File: src/rtl/bcd_to_excess3_serial.sv
// Bit-serial BCD to Excess-3 encoder.
// Adds the constant 0011 to a 4-bit LSB-first digit, one accepted bit per cycle.
// The serial result leaves one registered cycle later. When the 4th bit is
// accepted, the complete code and a non-BCD flag are published in parallel.
// The adder is a 7-state Mealy machine. Each state encodes the bit position and
// the carry into that position. Bit 0 has no carry, so it has only one state.
module bcd_to_excess3_serial (
  input  logic       clk,
  input  logic       rst,
  input  logic       in_valid,
  input  logic       in_bit,
  output logic       out_valid,
  output logic       out_bit,
  output logic       digit_done,
  output logic [3:0] e3_digit,
  output logic       bad_digit
);

  typedef enum logic [2:0] {
    StB0,
    StB1C0,
    StB1C1,
    StB2C0,
    StB2C1,
    StB3C0,
    StB3C1
  } state_e;

  state_e     state_q;
  state_e     state_d;
  logic       sum_bit;
  logic       last_bit;

  // Output bits of the digit so far; bit 0 is the oldest.
  logic [2:0] out_sh_q;
  // Input bits of the digit so far; needed for the non-BCD check.
  logic [2:0] in_sh_q;

  // Serial adder step.
  // This block gives the sum bit and the next position/carry state for the current in_bit.
  // The constant bits are k0=1, k1=1, k2=0 and k3=0.
  always_comb begin
    sum_bit  = 1'b0;
    state_d  = StB0;
    last_bit = 1'b0;
    case (state_q)
      StB0: begin
        // k=1, carry=0: sum=~x, carry-out=x
        sum_bit = ~in_bit;
        state_d = in_bit ? StB1C1 : StB1C0;
      end
      StB1C0: begin
        // k=1, carry=0
        sum_bit = ~in_bit;
        state_d = in_bit ? StB2C1 : StB2C0;
      end
      StB1C1: begin
        // k=1, carry=1: carry-out is always 1
        sum_bit = in_bit;
        state_d = StB2C1;
      end
      StB2C0: begin
        // k=0, carry=0: no carry can be generated
        sum_bit = in_bit;
        state_d = StB3C0;
      end
      StB2C1: begin
        // k=0, carry=1: carry-out=x
        sum_bit = ~in_bit;
        state_d = in_bit ? StB3C1 : StB3C0;
      end
      StB3C0: begin
        // The carry out of bit 3 is dropped, so the sum wraps modulo 16.
        sum_bit  = in_bit;
        state_d  = StB0;
        last_bit = 1'b1;
      end
      StB3C1: begin
        sum_bit  = ~in_bit;
        state_d  = StB0;
        last_bit = 1'b1;
      end
      default: begin
        sum_bit  = 1'b0;
        state_d  = StB0;
        last_bit = 1'b0;
      end
    endcase
  end

  // FSM state update and the registered serial output.
  // When in_valid is low, the state and out_bit hold their values.
  always_ff @(posedge clk) begin
    if (rst) begin
      state_q   <= StB0;
      out_valid <= 1'b0;
      out_bit   <= 1'b0;
    end else begin
      out_valid <= in_valid;
      if (in_valid) begin
        state_q <= state_d;
        out_bit <= sum_bit;
      end
    end
  end

  // Digit assembly.
  // This block shifts in the partial bits and publishes the parallel code and flag on the 4th bit.
  always_ff @(posedge clk) begin
    if (rst) begin
      out_sh_q   <= 3'b000;
      in_sh_q    <= 3'b000;
      digit_done <= 1'b0;
      e3_digit   <= 4'b0000;
      bad_digit  <= 1'b0;
    end else begin
      digit_done <= in_valid & last_bit;
      if (in_valid) begin
        if (last_bit) begin
          e3_digit  <= {sum_bit, out_sh_q};
          // Codes 10-15 are the ones with b3 set and either b2 or b1 set.
          bad_digit <= in_bit & (in_sh_q[2] | in_sh_q[1]);
        end else begin
          out_sh_q <= {sum_bit, out_sh_q[2:1]};
          in_sh_q  <= {in_bit, in_sh_q[2:1]};
        end
      end
    end
  end

endmodule

File: config.mk
export PLATFORM = sky130hd
export DESIGN_NAME = bcd_to_excess3_serial
export DESIGN_NICKNAME = d
export VERILOG_FILES = /design/src/rtl/bcd_to_excess3_serial.sv
export SDC_FILE = /design/constraint.sdc
export NUM_CORES = 1
export LEC_CHECK = 0
export ABC_AREA = 1
export BUFFER_PORTS_ARGS = -buffer_cell sky130_fd_sc_hd__buf_2
export CORE_MARGIN = 2
export CORE_UTILIZATION = 56
export DETAILED_ROUTE_END_ITERATION = 6
export GPL_TIMING_DRIVEN = 0
export PLACE_DENSITY_LB_ADDON = 0.15
export REMOVE_ABC_BUFFERS = 1
export SETUP_SLACK_MARGIN = 0.4
export SYNTH_ARGS = -nofsm -noshare
export SYNTH_HDL_FRONTEND = slang
export SYNTH_SLANG_ARGS = --single-unit
File: constraint.sdc
create_clock -name clk -period 2.6 [get_ports clk]
set_input_delay 0.26 -clock clk [delete_from_list [all_inputs] [get_ports clk]]
set_output_delay 0.26 -clock clk [all_outputs]
set_load 0.01 [all_outputs]
==> results of run 1 <==
synthesized netlist by cell type (all sizes together):
cell type  count  area share
nand2         39        0.20
inv           19       0.097
nor2          19        0.10
dfxtp         16        0.43
nand3          7       0.071
a21oi          5       0.034
buf            2       0.020
and3           1      0.0085
nand4          1       0.017
o211ai         1       0.010
o21ai          1      0.0068
cells by family (layout without fill, tap and decap cells):
group / count (synthesis) / count (layout) / synth area share
AND/OR/NAND/NOR: 67 / 67 / 0.398
AO/OA/AOI/OAI: 7 / 7 / 0.0508
flip-flops: 16 / 16 / 0.434
buffers and inverters: 21 / 34 / 0.117
registers in the layout, indices dropped and copies added, names as in the netlist:
name and count:
out_bit 1, e3_digit 4, state_q 3, in_sh_q 2
out_valid 1, bad_digit 1, digit_done 1, out_sh_q 3
cell type report:
cell class | count | area [sq um] | share of cell area
multi-input cells | 74 | 332 | 0.398
well taps | 15 | 18.8 | 0.0225
flip-flops and latches | 16 | 320 | 0.384
inverters | 19 | 71.3 | 0.0856
clock buffers | 4 | 36.3 | 0.0435
repair buffers | 11 | 55.1 | 0.0661
worst max-delay path, delay by kind of cell (launching register included):
| family | cells | cell delay [ns] |
|---|---|---|
| flip-flops | 1 | 0.45 |
| AND/OR/NAND/NOR | 4 | 0.33 |
| buffers and inverters | 3 | 0.23 |
path summary, 6_finish.rpt:
check                                   to  slack, ns  cells after the start
hold reg to reg    in_sh_q[1]$_SDFFE_PP0P_       0.50                      2
hold / removal        out_valid$_SDFF_PP0_       0.18                      2
setup / recovery  e3_digit[2]$_SDFFE_PP0P_       1.48                      7
setup reg to reg  e3_digit[2]$_SDFFE_PP0P_       1.48                      7
per-stage QoR:
stage	utilization	setup slack [ns]	cells	total power [mW]
after floorplan	-	1.65	109	0.323
after global placement	0.628	1.51	135	0.340
after detailed placement	0.628	1.50	135	0.343
after CTS	0.657	1.48	139	0.510
after global routing	0.657	1.37	139	0.527
final	0.657	1.48	139	0.501
metal layers:
layer | global-route usage | vias to the layer above | part of all wire | routed length, um
li1 | - | 358 | - | -
met1 | 0.201 | 284 | 0.45 | 592
met2 | 0.343 | 8 | 0.51 | 668
met3 | 0.0333 | 2 | 0.028 | 36
met4 | 0.125 | 0 | 0.0092 | 12
met5 | 0 | - | 0 | 0
power by group through the flow:
stage / registers, mW / logic [mW] / clock network (mW)
2_1_floorplan: 0.276 / 0.0471 / 0
3_3_place_gp: 0.275 / 0.0654 / 0
3_5_place_dp: 0.276 / 0.0672 / 0
4_1_cts: 0.270 / 0.0677 / 0.172
5_1_grt: 0.272 / 0.0775 / 0.178
6_report: 0.270 / 0.0668 / 0.163
==> results.json, run 1 <==
{
  "max_stage_delay_ns": 0.45,
  "start_util": 0.582,
  "grt_antenna_before_repair": 0,
  "power.share.clock": 0.327,
  "synth_cell_types": 16,
  "cts_buffers": 3,
  "clk_pin_slew_ns": 0.09,
  "holdBufCountCts": 0,
  "grt_util_all_layers": 0.191,
  "ys_seq_area_frac": 0.434,
  "rsz0062_at_grt": "no",
  "fmax_mhz": 895,
  "slowest_stage": "dfxtp_1",
  "cts-htree-levels": 1,
  "drt_wl_total_mm": 1.31,
  "final_common_cell": "nand2_1",
  "root_buffer": "clkbuf_4",
  "synth_area_sq_um": 738,
  "ys_ff_latch": 16,
  "ir_drop_v": 0.000337,
  "first_pass_iters": 4,
  "finClkSkew_ns": 0.000968,
  "cp-end-kind": "register",
  "nets": 129,
  "cts_tree": "yes",
  "start_kind": "register",
  "grt_overflow": 0,
  "stdcell_area_sq_um": 833,
  "ys.warnings.count": 0,
  "cp_data_required_time_ns": 2.79,
  "post-route-min-period_ns": 1.12,
  "status": "finished, final reports clean",
  "worst_slew_pin_slew_ns": 0.351,
  "grt_pass1_vias": 548,
  "port_buffers": 11,
  "leakage_nw": 0.490,
  "cap_viol_max_count": 0,
  "arrival_ns": 1.31,
  "fp.coreArea_sq_um": 1270,
  "path_max_fanout": 6,
  "dr_total_vias": 652,
  "antenna_cells": 0,
  "cts_buffer_depth": 2,
  "drt_iter0_drc": 8,
  "cts_setup_buffers": 0,
  "postSynthCellCount": 111,
  "p_comb_frac": 0.134,
  "fin_hold_ws_ns": 0.178,
  "ant_nets": 0,
  "worstSkewPairLatency_ns": 0.28,
  "final_max_slew_viol_count": 0,
  "seqPwrFrac": 0.540,
  "syn_to_final_growth_pct": 12.9,
  "slew_headroom": 0.766,
  "place_congestion": 0.666,
  "switching_share": 0.263,
  "ctsResizeCount": 0,
  "io_pins": 12,
  "placedInstanceArea_sq_um": 797,
  "nFillCells": 121,
  "synth.avg_cell_area_sq_um": 6.65,
  "dieHeight_um": 40.3,
  "grt_max_degree": 13,
  "grt_pass1_wl_mm": 2.02,
  "post-route-drc-count": 0,
  "crit_start": "state_q[1]$_SDFFE_PP0P_",
  "p_per_area_nw_per_um2": 601,
  "timing.rr.start": "state_q[1]$_SDFFE_PP0P_",
  "hold_class": "in -> reg",
  "num_rows": 13,
  "finalHoldViolations": 0,
  "crit_type": "reg -> reg",
  "setup_tns_ns": 0,
  "crit_path_cell_trace": "inv_2 -> nand2_2 -> nand4_2 -> inv_2 -> nand2_1 -> nand2_1 -> inv_1",
  "hpwl_um": 968,
  "internal-power_mw": 0.369,
  "clock-sinks": 16,
  "setup_viol": 0,
  "wl_per_cell_um": 9.42,
  "switching_power_mw": 0.131,
  "finalCritPeriodShare": 0.430,
  "routed_via_density": 4.69,
  "die_x_um": 40.3,
  "min_from": "rst",
  "layout-drive-gt1-share": 0.185,
  "die_area_sq_um": 1620,
  "most-common-layout-cells": "nand2_1, nor2_1, inv_1, dfxtp_1, buf_2"
}
Power figures use the tool's default switching activity.
==> inputs of run 2 (changes only) <==
--- a/config.mk
+++ b/config.mk
@@ -8,7 +8,7 @@
 export ABC_AREA = 1
 export BUFFER_PORTS_ARGS = -buffer_cell sky130_fd_sc_hd__buf_2
 export CORE_MARGIN = 2
-export CORE_UTILIZATION = 56
+export CORE_UTILIZATION = 52
 export DETAILED_ROUTE_END_ITERATION = 6
 export GPL_TIMING_DRIVEN = 0
 export PLACE_DENSITY_LB_ADDON = 0.15
==> constraint.sdc (replaced) <==
create_clock -name clk -period 1.1 [get_ports clk]
set_input_delay 0.11 -clock clk [delete_from_list [all_inputs] [get_ports clk]]
set_output_delay 0.11 -clock clk [all_outputs]
set_load 0.01 [all_outputs]
==> run 2 against run 1 <==
Effect of this change:
- first-iteration DRC count up 63%
- power up 130%
- utilization up 6.6 points
- sequential share of layout area down 2.8 points
- combinational power rose to 3.0 times the previous value
- sequential power up 140%
- global-route usage up 0.094 points
- die area up 6.9%
- register-to-register slack worse by 1.4 ns
- clock skew up 0.0026 ns
- routed wire length up 20%
- setup slack worse by 1.4 ns
- largest power group unchanged
==> results.json, run 2 (synthesis gave the netlist of run 1 again) <==
{
  "slew_headroom": 0.746,
  "instances_no_fill": 141,
  "grt_antenna_before_repair": 0,
  "layout-drive-gt1-share": 0.349,
  "crit_type": "reg -> reg",
  "post-route-min-period_ns": 1.00,
  "cts-htree-levels": 1,
  "leakage_nw": 0.509,
  "ant_nets": 0,
  "dieHeight_um": 41.7,
  "fmax_mhz": 1000,
  "grt_max_degree": 13,
  "final_common_cell": "nand2_1",
  "grt_overflow": 0,
  "rsz0062_at_grt": "yes",
  "fin_hold_ws_ns": 0.0379,
  "dp.cells": 135,
  "clk_pin_slew_ns": 0.09,
  "start_kind": "register",
  "worst_slew_pin_slew_ns": 0.380,
  "hpwl_um": 957,
  "status": "finished, final reports clean",
  "cts_tree": "yes",
  "setup_tns_ns": 0,
  "dr_total_vias": 721,
  "drt_wl_total_mm": 1.58,
  "p_per_area_nw_per_um2": 1210,
  "start_util": 0.560,
  "worstSkewPairLatency_ns": 0.28,
  "antenna_cells": 0,
  "die_x_um": 41.7,
  "arrival_ns": 1.22,
  "finClkSkew_ns": 0.00358,
  "nFillCells": 111,
  "grt_util_all_layers": 0.191,
  "ir_drop_v": 0.00100,
  "crit_start": "state_q[1]$_SDFFE_PP0P_",
  "slowest_stage": "dfxtp_4",
  "grt_pass1_wl_mm": 2.55,
  "nets": 132,
  "largestRegisters": "e3_digit: 4 flops, out_sh_q: 3 flops, state_q: 3 flops",
  "reg2reg_depth": 4,
  "post-route-util": 0.723,
  "cp_data_required_time_ns": 1.32,
  "port_buffers": 11,
  "cts_buffers": 3,
  "clock-sinks": 16,
  "grt_pass1_vias": 662,
  "place_congestion": 0.760,
  "min_from": "rst",
  "crit_path_cell_trace": "inv_4 -> buf_4 -> a21oi_1 -> and3_1",
  "setup_viol": 0,
  "top_register": "e3_digit",
  "drt_iter0_drc": 13,
  "path_max_fanout": 6,
  "io_pins": 12,
  "finalHoldViolations": 0,
  "largest_reg_flops": 4,
  "holdBufCountCts": 0,
  "final_max_slew_viol_count": 0,
  "post-route-drc-count": 0,
  "die_area_sq_um": 1740,
  "max_stage_delay_ns": 0.40,
  "power.total_mw": 1.15,
  "cp-end-kind": "register",
  "root_buffer": "clkbuf_4",
  "num_rows": 13,
  "cap_viol_max_count": 0,
  "routed_via_density": 5.11,
  "timing.rr.start": "state_q[1]$_SDFFE_PP0P_",
  "fp.coreArea_sq_um": 1320,
  "cts_buffer_depth": 2,
  "first_pass_iters": 4,
  "min_delay_path_depth": 2,
  "hold_class": "in -> reg",
  "finalCritPeriodShare": 0.909,
  "syn_to_final_growth_pct": 29.0,
  "wl_per_cell_um": 11.2,
  "most-common-layout-cells": "nand2_1, nor2_1, inv_1"
}
-- run 2: cell types whose count changed in the layout (fill, tap and decap cells not counted), sizes merged --
cell	previous run	this run
nand3	7	8
buf	11	13
clkbuf	4	3
-- run 2: area by class of cell --
type / instances / area, sq um / area share
tap: 15 / 18.8 / 0.0197
clock buffer: 3 / 22.5 / 0.0237
timing repair buffer: 13 / 108 / 0.113
multi-input combinational: 75 / 385 / 0.405
inverter: 19 / 78.8 / 0.0828
sequential: 16 / 339 / 0.356
-- run 2: worst max-delay path, delay by kind of cell, from the launching register on --
family                 cells  cell delay, ns
AOI/OAI and AO/OA          1            0.17
buffers and inverters      2            0.19
DFF                        1            0.40
and+or+nand+nor            1            0.18
-- run 2: metal layers --
layer	global-route usage	share of wire	vias to the layer above
li1	-	-	370
met1	0.215	0.43	323
met4	0.123	0.018	0
met2	0.328	0.50	24
met3	0.0348	0.048	4
met5	0	0	-
-- run 2: stage by stage --
step | cell area (sq um) | setup WS, ns
finish | 952 | 0.100
global route | 952 | 0.0566
CTS | 922 | 0.135
floorplan | 723 | 0.147
detailed placement | 797 | 0.0207
global placement | 797 | 0.00267
-- run 2: power breakdown --
group	switching (mW)	internal [mW]
clock network	0.173	0.127
registers	0.0354	0.614
logic	0.122	0.0814
-- run 2: timing repair --
item / in CTS / in global routing
gates cloned: 1 / 0
endpoints found under the hold margin: 0 / 0
setup endpoints to repair: 23 / 23
setup buffers: 0 / 2
resized for setup: 28 / 5
pin swaps: 3 / 2
-- run 2: path summary, 6_finish.rpt --
| kind | end | slack, ns |
|---|---|---|
| max reg2reg | state_q[1]$_SDFFE_PP0P_ | 0.10 |
| min reg2reg | out_sh_q[0]$_SDFFE_PP0P_ | 0.49 |
| min | out_valid$_SDFF_PP0_ | 0.04 |
| max | state_q[1]$_SDFFE_PP0P_ | 0.10 |
==> inputs of run 3 (changes only) <==
--- a/config.mk
+++ b/config.mk
@@ -8,7 +8,7 @@
 export ABC_AREA = 1
 export BUFFER_PORTS_ARGS = -buffer_cell sky130_fd_sc_hd__buf_2
 export CORE_MARGIN = 2
-export CORE_UTILIZATION = 52
+export CORE_UTILIZATION = 34
 export DETAILED_ROUTE_END_ITERATION = 6
 export GPL_TIMING_DRIVEN = 0
 export PLACE_DENSITY_LB_ADDON = 0.15
==> run 3 against run 2 <==
Effect of this change:
- clock power is 31% higher
- cell count rose by 8.5%
- worst hold slack got worse by 0.016 ns
- utilization is 22 points lower
- highest routed layer unchanged
- sequential power up 1%
- clock-buffer cell count grew 1
- design area increased by 5.9%
- largest power group unchanged
- sequential share of layout area down 1.9 points
- fmax is 1.8% lower
- combinational power is 4% higher
- power is 9.6% higher
==> results.json, run 3 (synthesis gave the netlist of run 1 again) <==
{
  "crit_start": "state_q[0]$_SDFFE_PP0P_",
  "start_util": 0.369,
  "fmax_mhz": 982,
  "cap_viol_max_count": 0,
  "layout-drive-gt1-share": 0.357,
  "reg2reg_depth": 6,
  "top_register": "e3_digit",
  "post-route-drc-count": 0,
  "die_area_sq_um": 2560,
  "root_buffer": "clkbuf_4",
  "cts-htree-levels": 1,
  "clk_pin_slew_ns": 0.10,
  "num_rows": 16,
  "routed_via_density": 4.61,
  "grt_pass1_vias": 684,
  "path_max_fanout": 6,
  "hpwl_mm": 1.01,
  "ir_drop_v": 0.000651,
  "rrSetupSlack_ns": 0.08,
  "leakage_nw": 0.512,
  "io_pins": 12,
  "syn_to_final_growth_pct": 36.6,
  "worst_slew_pin_slew_ns": 0.367,
  "cts_buffers": 3,
  "slowest_stage": "dfxtp_4",
  "first_pass_iters": 4,
  "holdBufCountCts": 0,
  "finalCritPeriodShare": 0.926,
  "most-common-layout-cells": "nand2_1, nor2_1, inv_1",
  "finClkSkew_ns": 0.00366,
  "hold_class": "in -> reg",
  "grt_overflow": 0,
  "antenna_cells": 0,
  "rsz0062_at_grt": "yes",
  "start_kind": "register",
  "timing.rr.start": "state_q[0]$_SDFFE_PP0P_",
  "setup_tns_ns": 0,
  "ant_nets": 0,
  "final_common_cell": "nand2_1",
  "drt_iter0_drc": 5,
  "setup_viol": 0,
  "post-route-min-period_ns": 1.02,
  "slew_headroom": 0.755,
  "arrival_ns": 1.21,
  "worst_path_most_repeated_cell": "nand2_1",
  "min_from": "rst",
  "die_x_um": 50.6,
  "p_per_area_nw_per_um2": 1250,
  "drt_wl_total_mm": 1.62,
  "dr_total_vias": 705,
  "max_stage_delay_ns": 0.39,
  "power.total_mw": 1.26,
  "largest_reg_flops": 4,
  "grt_util_all_layers": 0.154,
  "r2r-end": "e3_digit[1]$_SDFFE_PP0P_",
  "crit_type": "reg -> reg",
  "place_congestion": 0.824,
  "clock-sinks": 16,
  "dp.cells": 147,
  "cp-endpoint": "e3_digit[1]$_SDFFE_PP0P_",
  "cts_buffer_depth": 2,
  "largestRegisters": "e3_digit: 4 flops, out_sh_q: 3 flops, state_q: 3 flops",
  "port_buffers": 11,
  "status": "finished, final reports clean",
  "instances_no_fill": 153,
  "nets": 131,
  "finalHoldViolations": 0,
  "grt_max_degree": 13,
  "cp-end-kind": "register",
  "grt_pass1_wl_mm": 2.96,
  "grt_antenna_before_repair": 0,
  "crit_path_cell_trace": "nor2_1 -> nor2_4 -> nand3_2 -> nand2_1 -> nand2_1 -> inv_1",
  "cp_data_required_time_ns": 1.29,
  "final_max_slew_viol_count": 0,
  "wl_per_cell_um": 10.6,
  "fp.coreArea_sq_um": 2000,
  "cts_tree": "yes",
  "worstSkewPairLatency_ns": 0.29,
  "dieHeight_um": 50.6
}
run 3: area by class of cell:
cell class              count  area, sq um
flip-flops and latches     16          340
repair buffers             12          106
multi-input cells          75          410
well taps                  27         33.8
clock buffers               4         36.3
fillers                   210          993
inverters                  19         81.3
run 3: layer usage:
metal,global-route usage,part of all wire
met2,0.250,0.49
met1,0.192,0.46
met4,0.0676,0.0093
met3,0.0387,0.035
met5,0,0
run 3: worst max-delay path, delay by kind of cell, from the launching register on:
family,cells,cell delay [ns]
simple gates,5,0.50
flops,1,0.39
buf+inv,1,0.04
run 3: worst min-delay path by stage:
stage | to | slack, ns | cells after the start
2_1_floorplan | out_valid$_SDFF_PP0_ | 0.19 | 1
4_1_cts | out_valid$_SDFF_PP0_ | 0.01 | 2
3_5_place_dp | out_valid$_SDFF_PP0_ | 0.34 | 2
5_1_grt | out_valid$_SDFF_PP0_ | 0.02 | 2
6_report | out_valid$_SDFF_PP0_ | 0.02 | 2
3_3_place_gp | out_valid$_SDFF_PP0_ | 0.34 | 2
run 3: what timing repair did:
action	in CTS	in global routing
buffers inserted	1	0
pin swaps	5	3
cloned	1	0
resized for setup	28	12
hold endpoints to repair	0	0
endpoints found under the setup margin	23	23
run 3: through the flow:
stage	instance area [sq um]	hold slack (ns)	worst slack (ns)	utilization
after detailed placement	812	0.340	0.00269	0.406
after global routing	1010	0.0228	0.0330	0.504
after global placement	812	0.344	0.00559	0.406
after floorplan	723	0.189	0.147	-
after CTS	958	0.0121	0.113	0.479
final	1010	0.0221	0.0818	0.504
run 3: where the power goes:
part / leakage (nW) / switching (mW) / internal [mW]
combinational: 0.355 / 0.126 / 0.0859
sequential: 0.136 / 0.0422 / 0.615
clock: 0.0210 / 0.193 / 0.202
